`src/rtl/countdown_timer_if.sv`:
```
// Button and display signals of the countdown timer, grouped for the display/control side
// (master) and the timer itself (slave).
interface countdown_timer_if;
    logic       TIMER_RUN;
    logic       SW_F1;
    logic       SW_F2;
    logic       SW_F3;
    logic [3:0] HOUR;
    logic [2:0] MINHIGH;
    logic [3:0] MINLOW;
    logic [2:0] SECHIGH;
    logic [3:0] SECLOW;
    logic [1:0] SEL;
    logic       RUNNING;
    logic       ALARM;

    modport master (
        output TIMER_RUN, SW_F1, SW_F2, SW_F3,
        input  HOUR, MINHIGH, MINLOW, SECHIGH, SECLOW, SEL, RUNNING, ALARM
    );

    modport slave (
        input  TIMER_RUN, SW_F1, SW_F2, SW_F3,
        output HOUR, MINHIGH, MINLOW, SECHIGH, SECLOW, SEL, RUNNING, ALARM
    );
endinterface

```
`src/rtl/countdown_timer.sv`:
```
// BCD h:mm:ss countdown timer: edit a preset, count it down once per second, then raise an
// alarm that clears on timeout or on any button edge.
module countdown_timer #(
    parameter int unsigned CLKS_PER_SEC = 1000,
    parameter int unsigned ALARM_SECS   = 10
) (
    input  logic CLK,
    input  logic RST,
    countdown_timer_if.slave tmr
);
    typedef struct packed {
        logic [3:0] hr;
        logic [2:0] min_hi;
        logic [3:0] min_lo;
        logic [2:0] sec_hi;
        logic [3:0] sec_lo;
    } bcd_time_t;

    typedef enum logic [1:0] {StIdle, StRun, StPause, StDone} state_e;

    localparam int unsigned PW = (CLKS_PER_SEC > 1) ? $clog2(CLKS_PER_SEC) : 1;
    localparam int unsigned AW = (ALARM_SECS > 1) ? $clog2(ALARM_SECS) : 1;
    localparam logic [PW-1:0] PRESC_LAST = PW'(CLKS_PER_SEC - 1);
    localparam logic [AW-1:0] ALARM_LAST = AW'(ALARM_SECS - 1);

    state_e    state_q, state_d;
    bcd_time_t preset_q, preset_d;
    bcd_time_t work_q, work_d;
    bcd_time_t work_dec;
    logic [PW-1:0] presc_q, presc_d, presc_next;
    logic [AW-1:0] acnt_q, acnt_d;
    logic [1:0]    sel_q, sel_d;
    logic f1_q, f2_q, f3_q;
    logic edge_f1, edge_f2, edge_f3, edge_any, presc_wrap;

    // Fields wrap independently: editing never carries into a neighbouring field.
    function automatic bcd_time_t inc_field(input bcd_time_t t, input logic [1:0] sel);
        bcd_time_t r;
        r = t;
        case (sel)
            2'd0: r.hr = (t.hr == 4'd9) ? 4'd0 : t.hr + 4'd1;
            2'd1: begin
                if (t.min_lo == 4'd9) begin
                    r.min_lo = 4'd0;
                    r.min_hi = (t.min_hi == 3'd5) ? 3'd0 : t.min_hi + 3'd1;
                end else begin
                    r.min_lo = t.min_lo + 4'd1;
                end
            end
            2'd2: begin
                if (t.sec_lo == 4'd9) begin
                    r.sec_lo = 4'd0;
                    r.sec_hi = (t.sec_hi == 3'd5) ? 3'd0 : t.sec_hi + 3'd1;
                end else begin
                    r.sec_lo = t.sec_lo + 4'd1;
                end
            end
            default: r = t;
        endcase
        return r;
    endfunction

    function automatic bcd_time_t dec_second(input bcd_time_t t);
        bcd_time_t r;
        r = t;
        if (t.sec_lo != 4'd0) begin
            r.sec_lo = t.sec_lo - 4'd1;
        end else begin
            r.sec_lo = 4'd9;
            if (t.sec_hi != 3'd0) begin
                r.sec_hi = t.sec_hi - 3'd1;
            end else begin
                r.sec_hi = 3'd5;
                if (t.min_lo != 4'd0) begin
                    r.min_lo = t.min_lo - 4'd1;
                end else begin
                    r.min_lo = 4'd9;
                    if (t.min_hi != 3'd0) begin
                        r.min_hi = t.min_hi - 3'd1;
                    end else begin
                        r.min_hi = 3'd5;
                        r.hr     = t.hr - 4'd1;
                    end
                end
            end
        end
        return r;
    endfunction

    // Masking lower-priority edges leaves at most one honored edge per cycle.
    assign edge_f1  = tmr.TIMER_RUN & tmr.SW_F1 & ~f1_q;
    assign edge_f2  = tmr.TIMER_RUN & tmr.SW_F2 & ~f2_q & ~edge_f1;
    assign edge_f3  = tmr.TIMER_RUN & tmr.SW_F3 & ~f3_q & ~edge_f1 & ~edge_f2;
    assign edge_any = edge_f1 | edge_f2 | edge_f3;

    always_comb begin
        state_d    = state_q;
        preset_d   = preset_q;
        work_d     = work_q;
        presc_d    = presc_q;
        acnt_d     = acnt_q;
        sel_d      = sel_q;
        presc_wrap = (presc_q == PRESC_LAST);
        presc_next = presc_wrap ? '0 : presc_q + PW'(1);
        work_dec   = dec_second(work_q);
        case (state_q)
            StIdle: begin
                if (edge_f2) begin
                    sel_d = (sel_q == 2'd2) ? 2'd0 : sel_q + 2'd1;
                end else if (edge_f3) begin
                    preset_d = inc_field(preset_q, sel_q);
                end else if (edge_f1 && preset_q != '0) begin
                    state_d = StRun;
                    presc_d = '0;
                end
                work_d = preset_d;
            end
            StRun: begin
                presc_d = presc_next;
                if (presc_wrap) work_d = work_dec;
                if (presc_wrap && work_dec == '0) begin
                    state_d = StDone;
                    acnt_d  = '0;
                end else if (edge_f1) begin
                    state_d = StPause;
                end
            end
            StPause: begin
                if (edge_f1) begin
                    state_d = StRun;
                end else if (edge_f2) begin
                    state_d = StIdle;
                    work_d  = preset_q;
                end
            end
            StDone: begin
                presc_d = presc_next;
                if (presc_wrap) acnt_d = acnt_q + AW'(1);
                if ((presc_wrap && acnt_q == ALARM_LAST) || edge_any) begin
                    state_d = StIdle;
                    work_d  = preset_q;
                end
            end
            default: state_d = StIdle;
        endcase
    end

    always_ff @(posedge CLK) begin
        if (RST) begin
            state_q  <= StIdle;
            preset_q <= '0;
            work_q   <= '0;
            presc_q  <= '0;
            acnt_q   <= '0;
            sel_q    <= '0;
            f1_q     <= 1'b0;
            f2_q     <= 1'b0;
            f3_q     <= 1'b0;
        end else begin
            state_q  <= state_d;
            preset_q <= preset_d;
            work_q   <= work_d;
            presc_q  <= presc_d;
            acnt_q   <= acnt_d;
            sel_q    <= sel_d;
            f1_q     <= tmr.SW_F1;
            f2_q     <= tmr.SW_F2;
            f3_q     <= tmr.SW_F3;
        end
    end

    assign tmr.HOUR    = work_q.hr;
    assign tmr.MINHIGH = work_q.min_hi;
    assign tmr.MINLOW  = work_q.min_lo;
    assign tmr.SECHIGH = work_q.sec_hi;
    assign tmr.SECLOW  = work_q.sec_lo;
    assign tmr.SEL     = sel_q;
    assign tmr.RUNNING = (state_q == StRun);
    assign tmr.ALARM   = (state_q == StDone);
endmodule

```
`src/flat_wrapper.sv`:
```
// flat-port wrapper written by rule: the top's interface ports become plain ports
module countdown_timer_flat 
#(
    parameter int unsigned CLKS_PER_SEC = 1000,
    parameter int unsigned ALARM_SECS   = 10
)
  (CLK, RST, tmr_TIMER_RUN, tmr_SW_F1, tmr_SW_F2, tmr_SW_F3, tmr_HOUR, tmr_MINHIGH, tmr_MINLOW, tmr_SECHIGH, tmr_SECLOW, tmr_SEL, tmr_RUNNING, tmr_ALARM);
  countdown_timer_if tmr_i ();
  input  logic CLK;
  input  logic RST;
  input wire logic [$bits(tmr_i.TIMER_RUN)-1:0] tmr_TIMER_RUN;
  input wire logic [$bits(tmr_i.SW_F1)-1:0] tmr_SW_F1;
  input wire logic [$bits(tmr_i.SW_F2)-1:0] tmr_SW_F2;
  input wire logic [$bits(tmr_i.SW_F3)-1:0] tmr_SW_F3;
  output wire logic [$bits(tmr_i.HOUR)-1:0] tmr_HOUR;
  output wire logic [$bits(tmr_i.MINHIGH)-1:0] tmr_MINHIGH;
  output wire logic [$bits(tmr_i.MINLOW)-1:0] tmr_MINLOW;
  output wire logic [$bits(tmr_i.SECHIGH)-1:0] tmr_SECHIGH;
  output wire logic [$bits(tmr_i.SECLOW)-1:0] tmr_SECLOW;
  output wire logic [$bits(tmr_i.SEL)-1:0] tmr_SEL;
  output wire logic [$bits(tmr_i.RUNNING)-1:0] tmr_RUNNING;
  output wire logic [$bits(tmr_i.ALARM)-1:0] tmr_ALARM;
  assign tmr_i.TIMER_RUN = tmr_TIMER_RUN;
  assign tmr_i.SW_F1 = tmr_SW_F1;
  assign tmr_i.SW_F2 = tmr_SW_F2;
  assign tmr_i.SW_F3 = tmr_SW_F3;
  assign tmr_HOUR = tmr_i.HOUR;
  assign tmr_MINHIGH = tmr_i.MINHIGH;
  assign tmr_MINLOW = tmr_i.MINLOW;
  assign tmr_SECHIGH = tmr_i.SECHIGH;
  assign tmr_SECLOW = tmr_i.SECLOW;
  assign tmr_SEL = tmr_i.SEL;
  assign tmr_RUNNING = tmr_i.RUNNING;
  assign tmr_ALARM = tmr_i.ALARM;
  countdown_timer #(.CLKS_PER_SEC(CLKS_PER_SEC), .ALARM_SECS(ALARM_SECS)) u_core (.CLK(CLK), .RST(RST), .tmr(tmr_i));
endmodule
```
`config.mk`:
```
export PLATFORM = sky130hd
export DESIGN_NAME = countdown_timer_flat
export DESIGN_NICKNAME = d
export VERILOG_FILES = /design/src/rtl/countdown_timer_if.sv /design/src/rtl/countdown_timer.sv /design/src/flat_wrapper.sv
export SDC_FILE = /design/constraint.sdc
export NUM_CORES = 1
export LEC_CHECK = 0
export ABC_AREA = 1
export BUFFER_PORTS_ARGS = -buffer_cell sky130_fd_sc_hd__buf_4
export CAP_MARGIN = 5
export CORE_AREA = 2 2 80 120
export DETAILED_ROUTE_END_ITERATION = 10
export DIE_AREA = 0 0 82 122
export PLACE_DENSITY_LB_ADDON = 0.05
export SLEW_MARGIN = 20
export SYNTH_ARGS = -nofsm -noshare
export SYNTH_HDL_FRONTEND = slang
export SYNTH_SLANG_ARGS = --single-unit
```
`constraint.sdc`:
```
create_clock -name CLK -period 1.8 [get_ports CLK]
set_input_delay 0.27 -clock CLK [delete_from_list [all_inputs] [get_ports CLK]]
set_output_delay 0.27 -clock CLK [all_outputs]
set_load 0.05 [all_outputs]
```
**Word level (Yosys, flattened, before mapping)**

Cells that the tools add are included.

- Register bits after elaboration: 57
- Input bits: 6
- Output and inout bits: 22
- Word-level logic and storage cells: 132

- $add $sub $neg: 13
- Eq/ne operators: 23
- Mux-type cells: 43
- Bitwise logic cells: 16
- Reduce and logical (&&, ||, !) cells: 20

Operator list:

| kind | number |
|---|---|
| two-way mux 18 bit | 6 |
| one-hot mux 18 bit (4 select lines) | 1 |
| two-way mux 10 bit | 4 |
| two-way mux 4 bit | 9 |
| two-way mux 7 bit | 3 |
| one-hot mux 10 bit (2 select lines) | 1 |
| logical NOT 18 bit | 1 |
| two-way mux 2 bit | 9 |
| two-way mux 3 bit | 6 |
| nonzero test 18 bit | 1 |
| adder 4 x 1 -> 4 bit, second input constant | 4 |
| equality test 4 bit, second input constant | 4 |
| two-way mux 14 bit | 1 |
| inequality test 2 x 1 -> 1 bit, second input constant | 6 |
| subtractor 4 x 1 -> 4 bit, second input constant | 3 |
| two-way mux 11 bit | 1 |
| adder 10 x 1 -> 10 bit, second input constant | 1 |
| equality test 10 bit, second input constant | 1 |
| AND 1 bit | 9 |
| one-hot mux 2 bit (4 select lines) | 1 |
| one-hot mux 4 bit (2 select lines) | 1 |
| AND reduction 4 bit | 2 |
| nonzero test 4 bit | 2 |
| adder 3 x 1 -> 3 bit, second input constant | 2 |
| other kinds (18) | 36 |

**Logic depth before layout (Yosys ltp)**

- Depth in word-level cells: 10
- Depth in mapped cells: 16
- Gate-level depth less buffers: 16

**Least setup slack after synthesis**

No wires, ideal clock.

- Path kind: flip-flop to flip-flop
- From: register u_core.work_q (netlist bit u_core.tmr.SECHIGH[2])
- To: register u_core.acnt_q[0]
- Setup time: 116 ps
- Data arrival time: 2,114 ps
- Required time: 1,684 ps
- Setup slack: -430 ps
- Stages on the path, launching flop included: 15
- Path buffers: 0
- Clock period less this slack: 2,230 ps
- Path through: dfxtp_1 -> inv_1 -> ha_1 -> nand3_1 -> nor2_4 -> nand2_2 -> clkinv_2 -> a21oi_1 -> nand2_1 -> nor2_2 -> nand3_2 -> nand2_2 -> inv_1 -> nor2_1 -> nor2_1

- Cells in the longest elaborated chain, start to end: 7
- Elaborated cells between the ends (all ways): 9
- Those cells by class: add/sub (1); eq/ne (1); mux (3); reduce/logical (4)

Ends and longest elaborated chain:

| what | line | RTL |
|---|---|---|
| from (decl) | countdown_timer.sv:28 | `bcd_time_t work_q, work_d;` |
| from (signal assigned) | countdown_timer.sv:162 | `work_q <= work_d;` |
| subtractor 3 x 1 -> 3 bit / nonzero test 3 bit (equally long branches) | countdown_timer.sv:71, countdown_timer.sv:70 |  |
| two-way mux 3 bit / two-way mux 11 bit (equally long branches) | countdown_timer.sv:70 | `if (t.sec_hi != 3'd0) begin` |
| two-way mux 14 bit (*) | countdown_timer.sv:66 | `if (t.sec_lo != 4'd0) begin` |
| logical NOT 18 bit (*) | countdown_timer.sv:121 | `if (presc_wrap && work_dec == '0) begin` |
| logical AND 1 bit (*) | countdown_timer.sv:121 |  |
| inequality test 2 x 1 -> 1 bit (no line) (*) | n/a |  |
| AND reduction 3 bit (no line) (*) | n/a |  |
| to (signal assigned) | countdown_timer.sv:164 | `acnt_q <= acnt_d;` |
| to (decl) | countdown_timer.sv:31 | `logic [AW-1:0] acnt_q, acnt_d;` |

Every way passes the cells marked *; elsewhere a longest branch is shown, timed or not.
A chain may end at the register's enable or synchronous reset.

**Final worst setup path**

- From: register u_core.work_q (netlist bit u_core.tmr.SECHIGH[2])
- To: register u_core.acnt_q[1]

The elaborated chain is that of the path after synthesis.

==> impl_metrics.py <==
metrics = {
    "timing": {
        "clock_skew_ns": 0.00819,
        "worst_slew_pin_slew_ns": 0.408,
        "fin_tns_setup_ns": -0.572,
        "finalHoldViolations": 0,
        "slew_viol_final": 0,
        "fin_crit_sh": 1.07,
        "setup_ws_ns": -0.130,
        "clock.fmax_mhz": 518,
        "fin_crit_ns": 1.93,
        "rsz0062_at_grt": "yes",
        "finalSetupViolCount": 6,
        "maxSlewHeadroom": 0.725,
    },
    "cells_and_area": {
        "antenna_cells": 0,
        "fillers": 893,
        "drive_gt1_frac": 0.353,
        "area_delta_synth_final_pct": 49.6,
        "fin_util": 0.574,
        "fin_nets": 668,
    },
    "synthesis": {
        "ys_seq_elements": 57,
        "synth-edff-count": 0,
        "synth_area_sq_um": 3470,
        "yosys.area.top_type_share": 0.329,
        "synth_fa_ha_area_frac": 0.0180,
        "synth-simple-area-share": 0.333,
        "synth_mux_area_frac": 0,
        "synth_ff_type": "dfxtp_1",
        "post-synth-top-count-cell": "nand2_1",
        "synth_compound_area_frac": 0.199,
        "post_synth_main_area_contributors": "dfxtp_1 (33%), nand2_1 (12%), inv_1 (8.2%)",
        "synthCells": 544,
        "synth_common_cells": "nand2_1 (109), inv_1 (76), nor2_1 (59)",
        "async_flop_share": 0,
        "ys_seq_area_frac": 0.329,
        "ys_types": 37,
        "synth_top_family_by_area": "simple AND/OR/NAND/NOR gates",
        "synth_area_leader_cell": "dfxtp_1",
        "ys_warn_count": 0,
        "avgSynthCellArea_sq_um": 6.38,
        "syn_nets": 555,
        "synthXorXnorAreaFrac": 0.0101,
    },
    "global_routing": {
        "grt_pass1_vias": 3954,
        "grt_overflow": 0,
        "grt_max_degree": 33,
        "grt.total_usage": 0.246,
        "grt_pass1_wl_mm": 18.7,
        "antenna_found_initial": 0,
    },
    "status": {
        "status": "finished with violations",
        "violations": "setup timing",
    },
    "placement": {
        "place_congestion": 0.938,
        "placement.io_buffers": 27,
        "dp_hpwl_mm": 8.42,
        "place_ws_ns": -0.289,
    },
    "worst_setup_path": {
        "required_ns": 2.02,
        "start_kind": "register",
        "reg2reg_slack_ns": -0.13,
        "arrival_ns": 2.15,
        "reg2reg_from": "u_core.tmr.SECHIGH[2]",
        "crit_type": "register to register",
        "rr_worst_depth": 13,
        "path_max_fanout": 6,
        "endpoint_kind": "register",
        "r2r-end": "u_core.acnt_q[1]",
    },
    "cts": {
        "tritoncts": "done",
        "clk_latency_ns": 0.33,
        "cts-root-buf": "clkbuf_16",
        "numCtsBuffers": 9,
        "clk_pin_slew_ns": 0.05,
        "h-tree-depth": 3,
        "cts.sinks": 57,
        "cts_max_path_buffers": 2,
    },
    "route": {
        "drc": 0,
        "top_layer_used": "met4",
        "drt_pass1_iterations": 4,
        "vias": 4066,
        "wl_per_cell_microns": 15.5,
        "drt-initial-drc-count": 255,
        "drt-total-wl_mm": 12.0,
        "wl_met3_microns": 302,
        "via_per_inst": 5.25,
        "routed-wl-met2_mm": 6.69,
        "ant_nets": 0,
        "wl_met1_mm": 4.65,
    },
    "floorplanning": {
        "die-area_sq_um": 10000,
        "fp.dieW_microns": 82,
        "row_count": 43,
        "start_util": 0.384,
        "fp.dieH_microns": 122,
        "io_pins": 28,
        "coreArea_sq_um": 9040,
    },
    "min_path": {
        "whs_path_depth": 3,
        "hp-start": "tmr_SW_F3",
        "hold_end": "u_core.f3_q",
        "hold_class": "input port to register",
    },
    "pwr": {
        "vdd_drop_max_v": 0.00184,
        "leakagePower_nw": 2.24,
        "powerDensity_nw_per_um2": 1710,
    },
    "run": {
        "maxCapViolCount": 0,
    },
}
## metal layers
layer  vias to the layer above  track usage
met5                         -            0
met4                         0        0.107
met3                        25       0.0393
met2                        66        0.450
met1                      1927        0.272
li1                       2048            -
## worst max-delay path, stage by stage, from the launching register on
cell and delay, ns:
dfxtp_4 0.34, inv_1 0.11, ha_4 0.20, nand3_4 0.09
nor2_4 0.15, nand3_2 0.09, a21oi_2 0.19, nand2_2 0.09
nor2_4 0.14, nand3_4 0.12, nand2_4 0.10, inv_2 0.04
nor2_1 0.08, nor2_1 0.05
## flip-flops by register name, indices dropped and copies added (netlist names)
name                flops
u_core.acnt_q           4
u_core.f1_q             1
u_core.f2_q             1
u_core.f3_q             1
u_core.presc_q         10
u_core.preset_q        18
u_core.state_q          2
u_core.tmr.HOUR         4
u_core.tmr.MINHIGH      3
u_core.tmr.MINLOW       4
u_core.tmr.SECHIGH      3
u_core.tmr.SECLOW       4
u_core.tmr.SEL          2
## repair_timing
item | in CTS | in global routing
gates cloned | 1 | 3
endpoints found under the hold margin | 0 | 0
setup endpoints to repair | 20 | 42
setup buffers | 3 | 6
pin swaps | 15 | 12
hold buffers | 0 | 0
gates resized for setup | 26 | 81
## worst max path at each step
| stage | endpoint | slack (ns) | startpoint |
|---|---|---|---|
| detailed placement | u_core.acnt_q[1] | -0.29 | u_core.tmr.SECHIGH[0] |
| finish | u_core.acnt_q[1] | -0.13 | u_core.tmr.SECHIGH[2] |
| global route | u_core.acnt_q[1] | -0.28 | u_core.tmr.SECHIGH[2] |
| floorplan | u_core.acnt_q[1] | -0.13 | u_core.tmr.SECHIGH[0] |
| global placement | u_core.acnt_q[1] | -0.24 | u_core.tmr.SECHIGH[0] |
| CTS | u_core.acnt_q[0] | -0.14 | u_core.tmr.SECHIGH[1] |
## logic make-up after synthesis
| kind of cell | after synthesis |
|---|---|
| AO/OA/AOI/OAI | 123 |
| XOR/XNOR | 4 |
| adder cells (fa/ha/maj) | 5 |
| buffers and inverters | 98 |
| flip-flops | 57 |
| AND/OR/NAND/NOR | 257 |
## report_power, final
part,total [W],switching [W],internal (W)
logic,0.00565,0.00320,0.00244
registers,0.00161,0.000155,0.00145
clock network,0.00162,0.000586,0.00104
total,0.00887,0.00394,0.00493
## per-stage QoR
step                      total power, W  cells  instance area (sq um)  hold WS [ns]
after floorplan                  0.00432    544                   3510         0.377
after CTS                        0.00824    766                   4830         0.151
after global routing             0.00945    774                   5190         0.169
after detailed placement         0.00631    746                   4420         0.464
after global placement           0.00630    746                   4420         0.454
final                            0.00887    774                   5190         0.161
## layout make-up
cell class / count / area, sq um / share of cell area
multi-input combinational: 389 / 2290 / 0.441
clock inverter: 3 / 15.0 / 0.00289
inverter: 81 / 319 / 0.0615
timing repair buffer: 119 / 992 / 0.191
sequential: 57 / 1170 / 0.225
tap: 112 / 140 / 0.0270
clock buffer: 13 / 270 / 0.0521
## cells in the final DEF (no fill, tap or decap), drive strengths merged
| master | n |
|---|---|
| or2 | 1 |
| o22ai | 6 |
| clkinv | 5 |
| o211ai | 1 |
| xor2 | 3 |
| xnor2 | 1 |
| nand3b | 4 |
| ha | 5 |
| a31oi | 11 |
| o21ai | 37 |
| a221oi | 3 |
| nand3 | 46 |
| clkbuf | 15 |
| nand4 | 9 |
| o21a | 1 |
| a21oi | 52 |
| o2111ai | 2 |
| o311ai | 2 |
| dfxtp | 57 |
| inv | 79 |
| nor3 | 11 |
| a22oi | 6 |
| nor2 | 68 |
| nor4 | 4 |
| nand2 | 114 |
| buf | 117 |
| a211oi | 2 |
(Power assumes the default switching activity.)
